`config.mk`:
```
export PLATFORM = sky130hd
export DESIGN_NAME = choose2_accum
export DESIGN_NICKNAME = d
export VERILOG_FILES = /design/src/rtl/choose2_accum.sv
export SDC_FILE = /design/constraint.sdc
export NUM_CORES = 2
export LEC_CHECK = 0
export ABC_AREA = 1
export CORE_ASPECT_RATIO = 0.6
export CORE_MARGIN = 3
export CORE_UTILIZATION = 55
export CTS_BUF_LIST = sky130_fd_sc_hd__clkbuf_2
export DETAILED_ROUTE_END_ITERATION = 12
export MAX_ROUTING_LAYER = met4
export PLACE_DENSITY_LB_ADDON = 0.1
export RECOVER_POWER = 50
export SETUP_SLACK_MARGIN = 0.4
export SYNTH_ARGS = -nofsm -noshare
export SYNTH_HDL_FRONTEND = slang
export SYNTH_SLANG_ARGS = --single-unit
```
`constraint.sdc`:
```
create_clock -name clk -period 5.2 [get_ports clk]
set_input_delay 0.78 -clock clk [delete_from_list [all_inputs] [get_ports clk]]
set_output_delay 0.78 -clock clk [all_outputs]
set_load 0.01 [all_outputs]
```
`src/rtl/choose2_accum.sv`:
```
// choose2_accum
//   Consumer of the Choose2 weight counter stream. Multiplies each accepted
//   feature by the weight read one cycle later and accumulates the product
//   into a per-class accumulator. After INPUT_NUM full sweeps of the class
//   index, it walks the accumulators once to find the argmax. It then reports
//   the winning class and its score.
//
// Optional feature:
//   CHOOSE2_ACC_SATURATE_EN - when defined, accumulators saturate at the
//   signed ACC_W limits and stay there until cleared. When undefined, they
//   wrap in two's complement.
//
// Ports:
//   clk          clock
//   reset        asynchronous, active-low reset
//   clear        synchronous abort: flush pipeline, zero accumulators
//   rd_en        weight_cnt/feature_in valid this cycle
//   weight_cnt   class index of this MAC
//   feature_in   signed feature, sampled with rd_en
//   weight_in    signed weight, valid one cycle after rd_en
//   busy         high while scanning/reporting; upstream must hold rd_en low
//   result_valid one-cycle pulse with the final result
//   class_idx    argmax class, held until the next result
//   class_score  accumulator value of the argmax class, held
module choose2_accum #(
  parameter int MEM_ADDR   = 4,
  parameter int OUTPUT_NUM = 14,
  parameter int INPUT_NUM  = 16,
  parameter int DATA_W     = 8,
  parameter int ACC_W      = 24
) (
  input  logic                     clk,
  input  logic                     reset,
  input  logic                     clear,
  input  logic                     rd_en,
  input  logic [MEM_ADDR-1:0]      weight_cnt,
  input  logic signed [DATA_W-1:0] feature_in,
  input  logic signed [DATA_W-1:0] weight_in,
  output logic                     busy,
  output logic                     result_valid,
  output logic [MEM_ADDR-1:0]      class_idx,
  output logic signed [ACC_W-1:0]  class_score
);

  localparam int SW_W = (INPUT_NUM > 1) ? $clog2(INPUT_NUM) : 1;
  localparam logic [MEM_ADDR:0]   NUM_CLS    = (MEM_ADDR+1)'(OUTPUT_NUM);
  localparam logic [MEM_ADDR-1:0] LAST_CLS   = MEM_ADDR'(OUTPUT_NUM - 1);
  localparam logic [SW_W-1:0]     LAST_SWEEP = SW_W'(INPUT_NUM - 1);
`ifdef CHOOSE2_ACC_SATURATE_EN
  localparam logic signed [ACC_W-1:0] ACC_MAX = {1'b0, {(ACC_W-1){1'b1}}};
  localparam logic signed [ACC_W-1:0] ACC_MIN = {1'b1, {(ACC_W-1){1'b0}}};
`endif

  typedef enum logic [1:0] {
    ST_ACCUM,
    ST_SCAN,
    ST_DONE
  } state_t;

  state_t state_q, state_d;

  // S1: accepted request
  logic                     v1_q, v1_d;
  logic [MEM_ADDR-1:0]      cnt1_q, cnt1_d;
  logic signed [DATA_W-1:0] f1_q, f1_d;

  // S2: registered product
  logic                       v2_q, v2_d;
  logic [MEM_ADDR-1:0]        cnt2_q, cnt2_d;
  logic signed [2*DATA_W-1:0] prod_q, prod_d;

  logic signed [ACC_W-1:0] acc_q [OUTPUT_NUM];
  logic signed [ACC_W-1:0] acc_d [OUTPUT_NUM];
`ifdef CHOOSE2_ACC_SATURATE_EN
  logic [OUTPUT_NUM-1:0]   sat_q, sat_d;
  logic [ACC_W:0]          sum_ext;
`endif

  logic [SW_W-1:0]         sweep_q, sweep_d;
  logic [MEM_ADDR-1:0]     scan_idx_q, scan_idx_d;
  logic [MEM_ADDR-1:0]     best_idx_q, best_idx_d;
  logic signed [ACC_W-1:0] best_score_q, best_score_d;
  logic [MEM_ADDR-1:0]     class_idx_q, class_idx_d;
  logic signed [ACC_W-1:0] class_score_q, class_score_d;

  logic signed [ACC_W-1:0] prod_ext;
  logic signed [ACC_W-1:0] cur_score;
  logic signed [ACC_W-1:0] cand_score;
  logic [MEM_ADDR-1:0]     cand_idx;

  always_comb begin
    state_d       = state_q;
    v1_d          = 1'b0;
    cnt1_d        = cnt1_q;
    f1_d          = f1_q;
    v2_d          = v1_q;
    cnt2_d        = cnt1_q;
    prod_d        = f1_q * weight_in;
    acc_d         = acc_q;
    sweep_d       = sweep_q;
    scan_idx_d    = scan_idx_q;
    best_idx_d    = best_idx_q;
    best_score_d  = best_score_q;
    class_idx_d   = class_idx_q;
    class_score_d = class_score_q;
    prod_ext      = ACC_W'(prod_q);
    cur_score     = '0;
    cand_score    = best_score_q;
    cand_idx      = best_idx_q;
`ifdef CHOOSE2_ACC_SATURATE_EN
    sat_d         = sat_q;
    sum_ext       = '0;
`endif

    // S1 capture; out-of-range class indices are dropped
    if ((state_q == ST_ACCUM) && rd_en && ({1'b0, weight_cnt} < NUM_CLS)) begin
      v1_d   = 1'b1;
      cnt1_d = weight_cnt;
      f1_d   = feature_in;
    end

    // S3 accumulate
    for (int unsigned i = 0; i < OUTPUT_NUM; i++) begin
      if (v2_q && (cnt2_q == MEM_ADDR'(i))) begin
`ifdef CHOOSE2_ACC_SATURATE_EN
        sum_ext = {acc_q[i][ACC_W-1], acc_q[i]} + {prod_ext[ACC_W-1], prod_ext};
        // once saturated the accumulator is frozen until cleared
        if (!sat_q[i]) begin
          if (sum_ext[ACC_W] != sum_ext[ACC_W-1]) begin
            acc_d[i] = sum_ext[ACC_W] ? ACC_MIN : ACC_MAX;
            sat_d[i] = 1'b1;
          end else begin
            acc_d[i] = sum_ext[ACC_W-1:0];
          end
        end
`else
        acc_d[i] = acc_q[i] + prod_ext;
`endif
      end
    end

    for (int unsigned i = 0; i < OUTPUT_NUM; i++) begin
      if (scan_idx_q == MEM_ADDR'(i)) begin
        cur_score = acc_q[i];
      end
    end

    case (state_q)
      ST_ACCUM: begin
        if (v2_q && (cnt2_q == LAST_CLS)) begin
          if (sweep_q == LAST_SWEEP) begin
            sweep_d    = '0;
            scan_idx_d = '0;
            state_d    = ST_SCAN;
          end else begin
            sweep_d = sweep_q + 1'b1;
          end
        end
      end
      ST_SCAN: begin
        // strict compare keeps the lowest index on ties
        if ((scan_idx_q == '0) || (cur_score > best_score_q)) begin
          cand_idx   = scan_idx_q;
          cand_score = cur_score;
        end
        best_idx_d   = cand_idx;
        best_score_d = cand_score;
        if (scan_idx_q == LAST_CLS) begin
          state_d       = ST_DONE;
          class_idx_d   = cand_idx;
          class_score_d = cand_score;
        end else begin
          scan_idx_d = scan_idx_q + 1'b1;
        end
      end
      ST_DONE: begin
        acc_d      = '{default: '0};
`ifdef CHOOSE2_ACC_SATURATE_EN
        sat_d      = '0;
`endif
        scan_idx_d = '0;
        state_d    = ST_ACCUM;
      end
      default: state_d = ST_ACCUM;
    endcase

    // clear overrides everything, including a final sweep ending this cycle
    if (clear) begin
      state_d       = ST_ACCUM;
      v1_d          = 1'b0;
      v2_d          = 1'b0;
      acc_d         = '{default: '0};
      sweep_d       = '0;
      scan_idx_d    = '0;
      class_idx_d   = class_idx_q;
      class_score_d = class_score_q;
`ifdef CHOOSE2_ACC_SATURATE_EN
      sat_d         = '0;
`endif
    end
  end

  always_ff @(posedge clk or negedge reset) begin
    if (!reset) begin
      state_q       <= ST_ACCUM;
      v1_q          <= 1'b0;
      cnt1_q        <= '0;
      f1_q          <= '0;
      v2_q          <= 1'b0;
      cnt2_q        <= '0;
      prod_q        <= '0;
      acc_q         <= '{default: '0};
      sweep_q       <= '0;
      scan_idx_q    <= '0;
      best_idx_q    <= '0;
      best_score_q  <= '0;
      class_idx_q   <= '0;
      class_score_q <= '0;
`ifdef CHOOSE2_ACC_SATURATE_EN
      sat_q         <= '0;
`endif
    end else begin
      state_q       <= state_d;
      v1_q          <= v1_d;
      cnt1_q        <= cnt1_d;
      f1_q          <= f1_d;
      v2_q          <= v2_d;
      cnt2_q        <= cnt2_d;
      prod_q        <= prod_d;
      acc_q         <= acc_d;
      sweep_q       <= sweep_d;
      scan_idx_q    <= scan_idx_d;
      best_idx_q    <= best_idx_d;
      best_score_q  <= best_score_d;
      class_idx_q   <= class_idx_d;
      class_score_q <= class_score_d;
`ifdef CHOOSE2_ACC_SATURATE_EN
      sat_q         <= sat_d;
`endif
    end
  end

  assign busy         = (state_q != ST_ACCUM);
  assign result_valid = (state_q == ST_DONE);
  assign class_idx    = class_idx_q;
  assign class_score  = class_score_q;

endmodule

```
==> summary.md <==
The worst register-to-register path has a setup slack of 0.61 ns. The top-area cell type share of the netlist area was 28.5%. Counting the buffers created by CTS gives 111.

The run gives 55.9% as the starting density of the core. In this run the worst path has a maximum fanout of 23. Setup repair after global routing could not meet its margin everywhere. Combinational logic burns 59.8% of the power. Synthesized flop and latch total: 436. Xor and xnor area share after synthesis: 1.83%. The clock net in this run drives a total of 436 sinks.

The routed layout has 39,600 vias. For the power consumption, the log shows 18,200 uW. The tools report the setup skew after layout as 0.143 ns.

The number of different library cells used by synthesis comes to 53. The checks that failed: max-capacitance violations, max-slew violations. Summed over all cells, the static leakage comes to 0.0220 uW. The area growth from synthesis to layout is 9.13%. The main combinational cell family by area after synthesis was simple AND/OR/NAND/NOR gates. The worst hold path endpoint is prod_q[0]. Counting every net in the synthesized netlist gives 6,039. For this run, the register share of the synthesized area comes to 28.5%.

TritonCTS built the clock tree. The DRC violation total after the first TritonRoute iteration was 5,565; the initial antenna violation count was 4. The run gives 0.288 ns as the worst hold slack. The root buffer cell is sky130_fd_sc_hd__clkbuf_2. For this block, the routed nets add up to 144,000 um of wire.

The routed via count divided by cell count was 5.88. Critical setup path kind: register to register. The die height was 210 um.

At the later pin of the worst-skew pair, clock insertion delay measures 1.42 ns. In the final layout, the multi-input gates occupy 24,300 sq um. The post-route netlist has 7.17% of its cells at a drive strength greater than 1.

For the placed instance area, the log shows 40,300 sq um. The count of nets left with antenna violations after detail routing is 0, and the headroom to the max-slew limit is -148%. The number of cells traversed by the worst register-to-register path is 31, and the largest net degree at the start of global routing is 117.

In the post-synthesis netlist, the biggest area contributors are sky130_fd_sc_hd__dfrtp_1, sky130_fd_sc_hd__nand2_1, sky130_fd_sc_hd__ha_1. Among all stages on the critical path, the largest delay is contributed by sky130_fd_sc_hd__dfrtp_2. The tools report the endpoint type of the worst setup path as a register.

In this run switching power makes up 52.3% of total power. The tools report the largest buffer count on any clock path as 3. The kind of launch point of the worst setup path was a register.

For the final count of pins violating max slew, the log shows 476. The library cell used most frequently in the layout, excluding fill and tap cells, is sky130_fd_sc_hd__nand2_1. The tool flagged a number of max-cap violations equal to 6.

The final design instance area without fill is 41,800 sq um, and the core box area is 68,500 sq um. The flow ran to the end, but the final reports show violations. The analysis attributes to net switching a power of 9520 uW. The floorplan step set the die width to 347 um. The biggest cell delay along the critical path came out at 0.48 ns. The count of buffers added on input and output ports is 53. Number of global-route vias before repair: 34,000.

Once layout is complete, the cells apart from fillers number 6,726. For the overall fraction of global-route tracks in use, the log shows 39.8%. Summing all flip-flop and latch instances after layout gives 10,900 sq um. For this design the ratio of total power to cell area is 435 nW/um^2. Dividing the detail-routed wire length by the instance count gives 21.4 um. The net count of the finished layout is 6,196.

The endpoint of the lowest-slack register-to-register path is best_score_q[19]. In this design, the critical path's most frequently occurring cell is sky130_fd_sc_hd__nand2_1. Data on the critical path is required at its endpoint by 6.45 ns. The run gives 8670 uW as the internal power. The tools report the total placed cells including tap cells as 6,490.

The average instance in the mapped netlist occupies 6.88 sq um. Of the total synthesized cell area, the portion taken by AND, OR, NAND and NOR gates is 25.7%. The path class of the tightest hold or removal check is input port to register. The cell type with the highest aggregate area in the netlist was sky130_fd_sc_hd__dfrtp_1.

For this run, the number of Yosys warnings is 0. After clock tree synthesis, the clock-pin slew on the worst setup and hold paths is 0.13 ns. The pin slew with the least headroom to its limit works out to 3.72 ns. Setup violations remaining at the end of the flow were counted as 0. Sequential cells burn 24.8% of the power. Leaving out fill and tap cells, the most frequent cells in the layout are sky130_fd_sc_hd__nand2_1, sky130_fd_sc_hd__inv_1, sky130_fd_sc_hd__a21oi_1. The total overflow left after global routing is 0. For the HPWL after detailed placement, the log shows 109,000 um.

The number of fill cells was 6,532; the number of hold-slack violations in the final timing report was 0. The post-synthesis cell count is 5,566. The H-tree generated during clock tree synthesis spans 3 levels. Of the post-synthesis cell area, the part taken by muxes is 0.265%. The share of the clock period used by the worst path works out to 88.3%. The number of search-and-repair iterations in the first detailed-routing pass was 8; the full die area was 72,900 sq um.

Per report_power, the clock group accounts for 15.4% of the total. After floorplanning, the core was divided into 74 placement rows. After layout, the minimum clock period comes to 4.59 ns. The worst hold path begins at weight_in[0]. Cell depth of the worst hold path: 4.

IR analysis of the VDD net gives a maximum drop of 0.507 mV. For this run, design rule violations remaining after detail routing come to 0. The compound-cell area share of the yosys netlist is 19.1%, and the worst path arrival time is 5.85 ns.

The tools report the launching point of the worst reg2reg path as scan_idx_q[1]. The tools report the highest achievable clock rate as 0.218 GHz. 54 I/O pins were placed. After synthesis the cells add up to 38,300 sq um. The congestion estimate from routability-driven global placement came to 1.02. The post-synthesis adder-cell area fraction came out at 16.0%. The wire length of the first global-routing pass is 214,000 um.
==> power groups by stage <==
| stage | clock, uW | sequential, uW | combinational, uW |
|---|---|---|---|
| 3_3_place_gp | 0 | 4520 | 10200 |
| 2_1_floorplan | 0 | 4240 | 7270 |
| 5_1_grt | 3000 | 4510 | 12200 |
| 4_1_cts | 2820 | 4460 | 10500 |
| 6_report | 2800 | 4510 | 10900 |
| 3_5_place_dp | 0 | 4520 | 10400 |
==> flip-flops by register name, indices dropped and copies added (netlist names) <==
name          count
scan_idx_q        4
best_score_q     24
acc_q           336
class_idx         4
f1_q              8
prod_q           16
sweep_q           4
v1_q              1
state_q           2
cnt1_q            4
v2_q              1
best_idx_q        4
cnt2_q            4
class_score      24
==> through the flow <==
step / util, % / worst slack (ns) / TNS, ns
2_1_floorplan: - / 0.534 / 0
3_3_place_gp: 58.8 / 0.0432 / 0
3_5_place_dp: 58.8 / -0.105 / -0.129
4_1_cts: 60.7 / 0.439 / 0
5_1_grt: 61.0 / 0.327 / 0
6_report: 61.0 / 0.608 / 0
==> final cells by class <==
cell class                      instances  area share, %
Clock inverter                         46          0.838
Multi-Input combinational cell       4274           58.0
Clock buffer                          150           1.80
Inverter                              711           6.44
Timing Repair Buffer                  186           3.92
Timing Repair inverter                  3         0.0539
Antenna cell                            8         0.0479
Sequential cell                       436           26.1
Tap cell                              912           2.73
==> worst max path at each step <==
stage / from / to / cells past startpoint
6_report: scan_idx_q[1] / best_score_q[19] / 31
3_3_place_gp: weight_in[7] / prod_q[15] / 18
4_1_cts: scan_idx_q[0] / best_score_q[19] / 31
2_1_floorplan: weight_in[2] / prod_q[15] / 17
5_1_grt: reset / acc_q[241] / 4
3_5_place_dp: weight_in[7] / prod_q[14] / 21
==> repair_timing <==
action | CTS | global route
endpoints found under the setup margin | 56 | 57
pin swaps | 0 | 9
buffers inserted | 0 | 11
gates cloned | 0 | 4
hold buffers | 17 | 0
endpoints found under the hold margin | 449 | 0
resized for setup | 4 | 50
==> routing by layer <==
layer	vias up	track usage, %	share of wire [%]
met5	-	-	0
li1	18900	-	-
met1	18200	65.1	49
met3	178	15.1	17
met4	0	6.99	1.7
met2	2329	43.5	33
==> logic make-up (layout without fill, tap and decap cells) <==
| family | count (synthesis) | count (layout) |
|---|---|---|
| multiplexers | 9 | 9 |
| AO/OA/AOI/OAI | 1326 | 1326 |
| adder cells (fa/ha/maj) | 449 | 449 |
| other | 0 | 8 |
| flip-flops | 436 | 436 |
| AND/OR/NAND/NOR | 2409 | 2410 |
| XOR/XNOR | 80 | 80 |
| buffers and inverters | 857 | 1096 |
==> cell usage after synthesis, drive strengths merged <==
library cell,count
o311ai,1
a221oi,3
nor3b,1
clkbuf,103
o21a,5
nor3,46
a21o,9
a32o,15
and2,1
nand3b,2
a22oi,1
o41ai,27
nand2,1619
o211ai,2
nor4,2
o221ai,1
inv,706
nand4,67
a22o,9
xnor2,22
nor2,319
or2,58
xor2,58
dfrtp,436
a211oi,7
a31oi,15
mux2,9
ha,380
buf,43
clkinv,5
fa,69
a21oi,558
a21boi,23
o22ai,58
o21bai,75
o21ai,508
nand3,294
a31o,9
==> critical path: cells and delay by family, from the launching register on <==
| family | cells | cell delay (ns) |
|---|---|---|
| adder cells (fa/ha/maj) | 2 | 0.66 |
| AND/OR/NAND/NOR | 22 | 2.33 |
| buffers and inverters | 5 | 0.75 |
| AO/OA/AOI/OAI | 2 | 0.21 |
| flip-flops | 1 | 0.48 |
No activity file was read; power rests on OpenSTA's default activity.
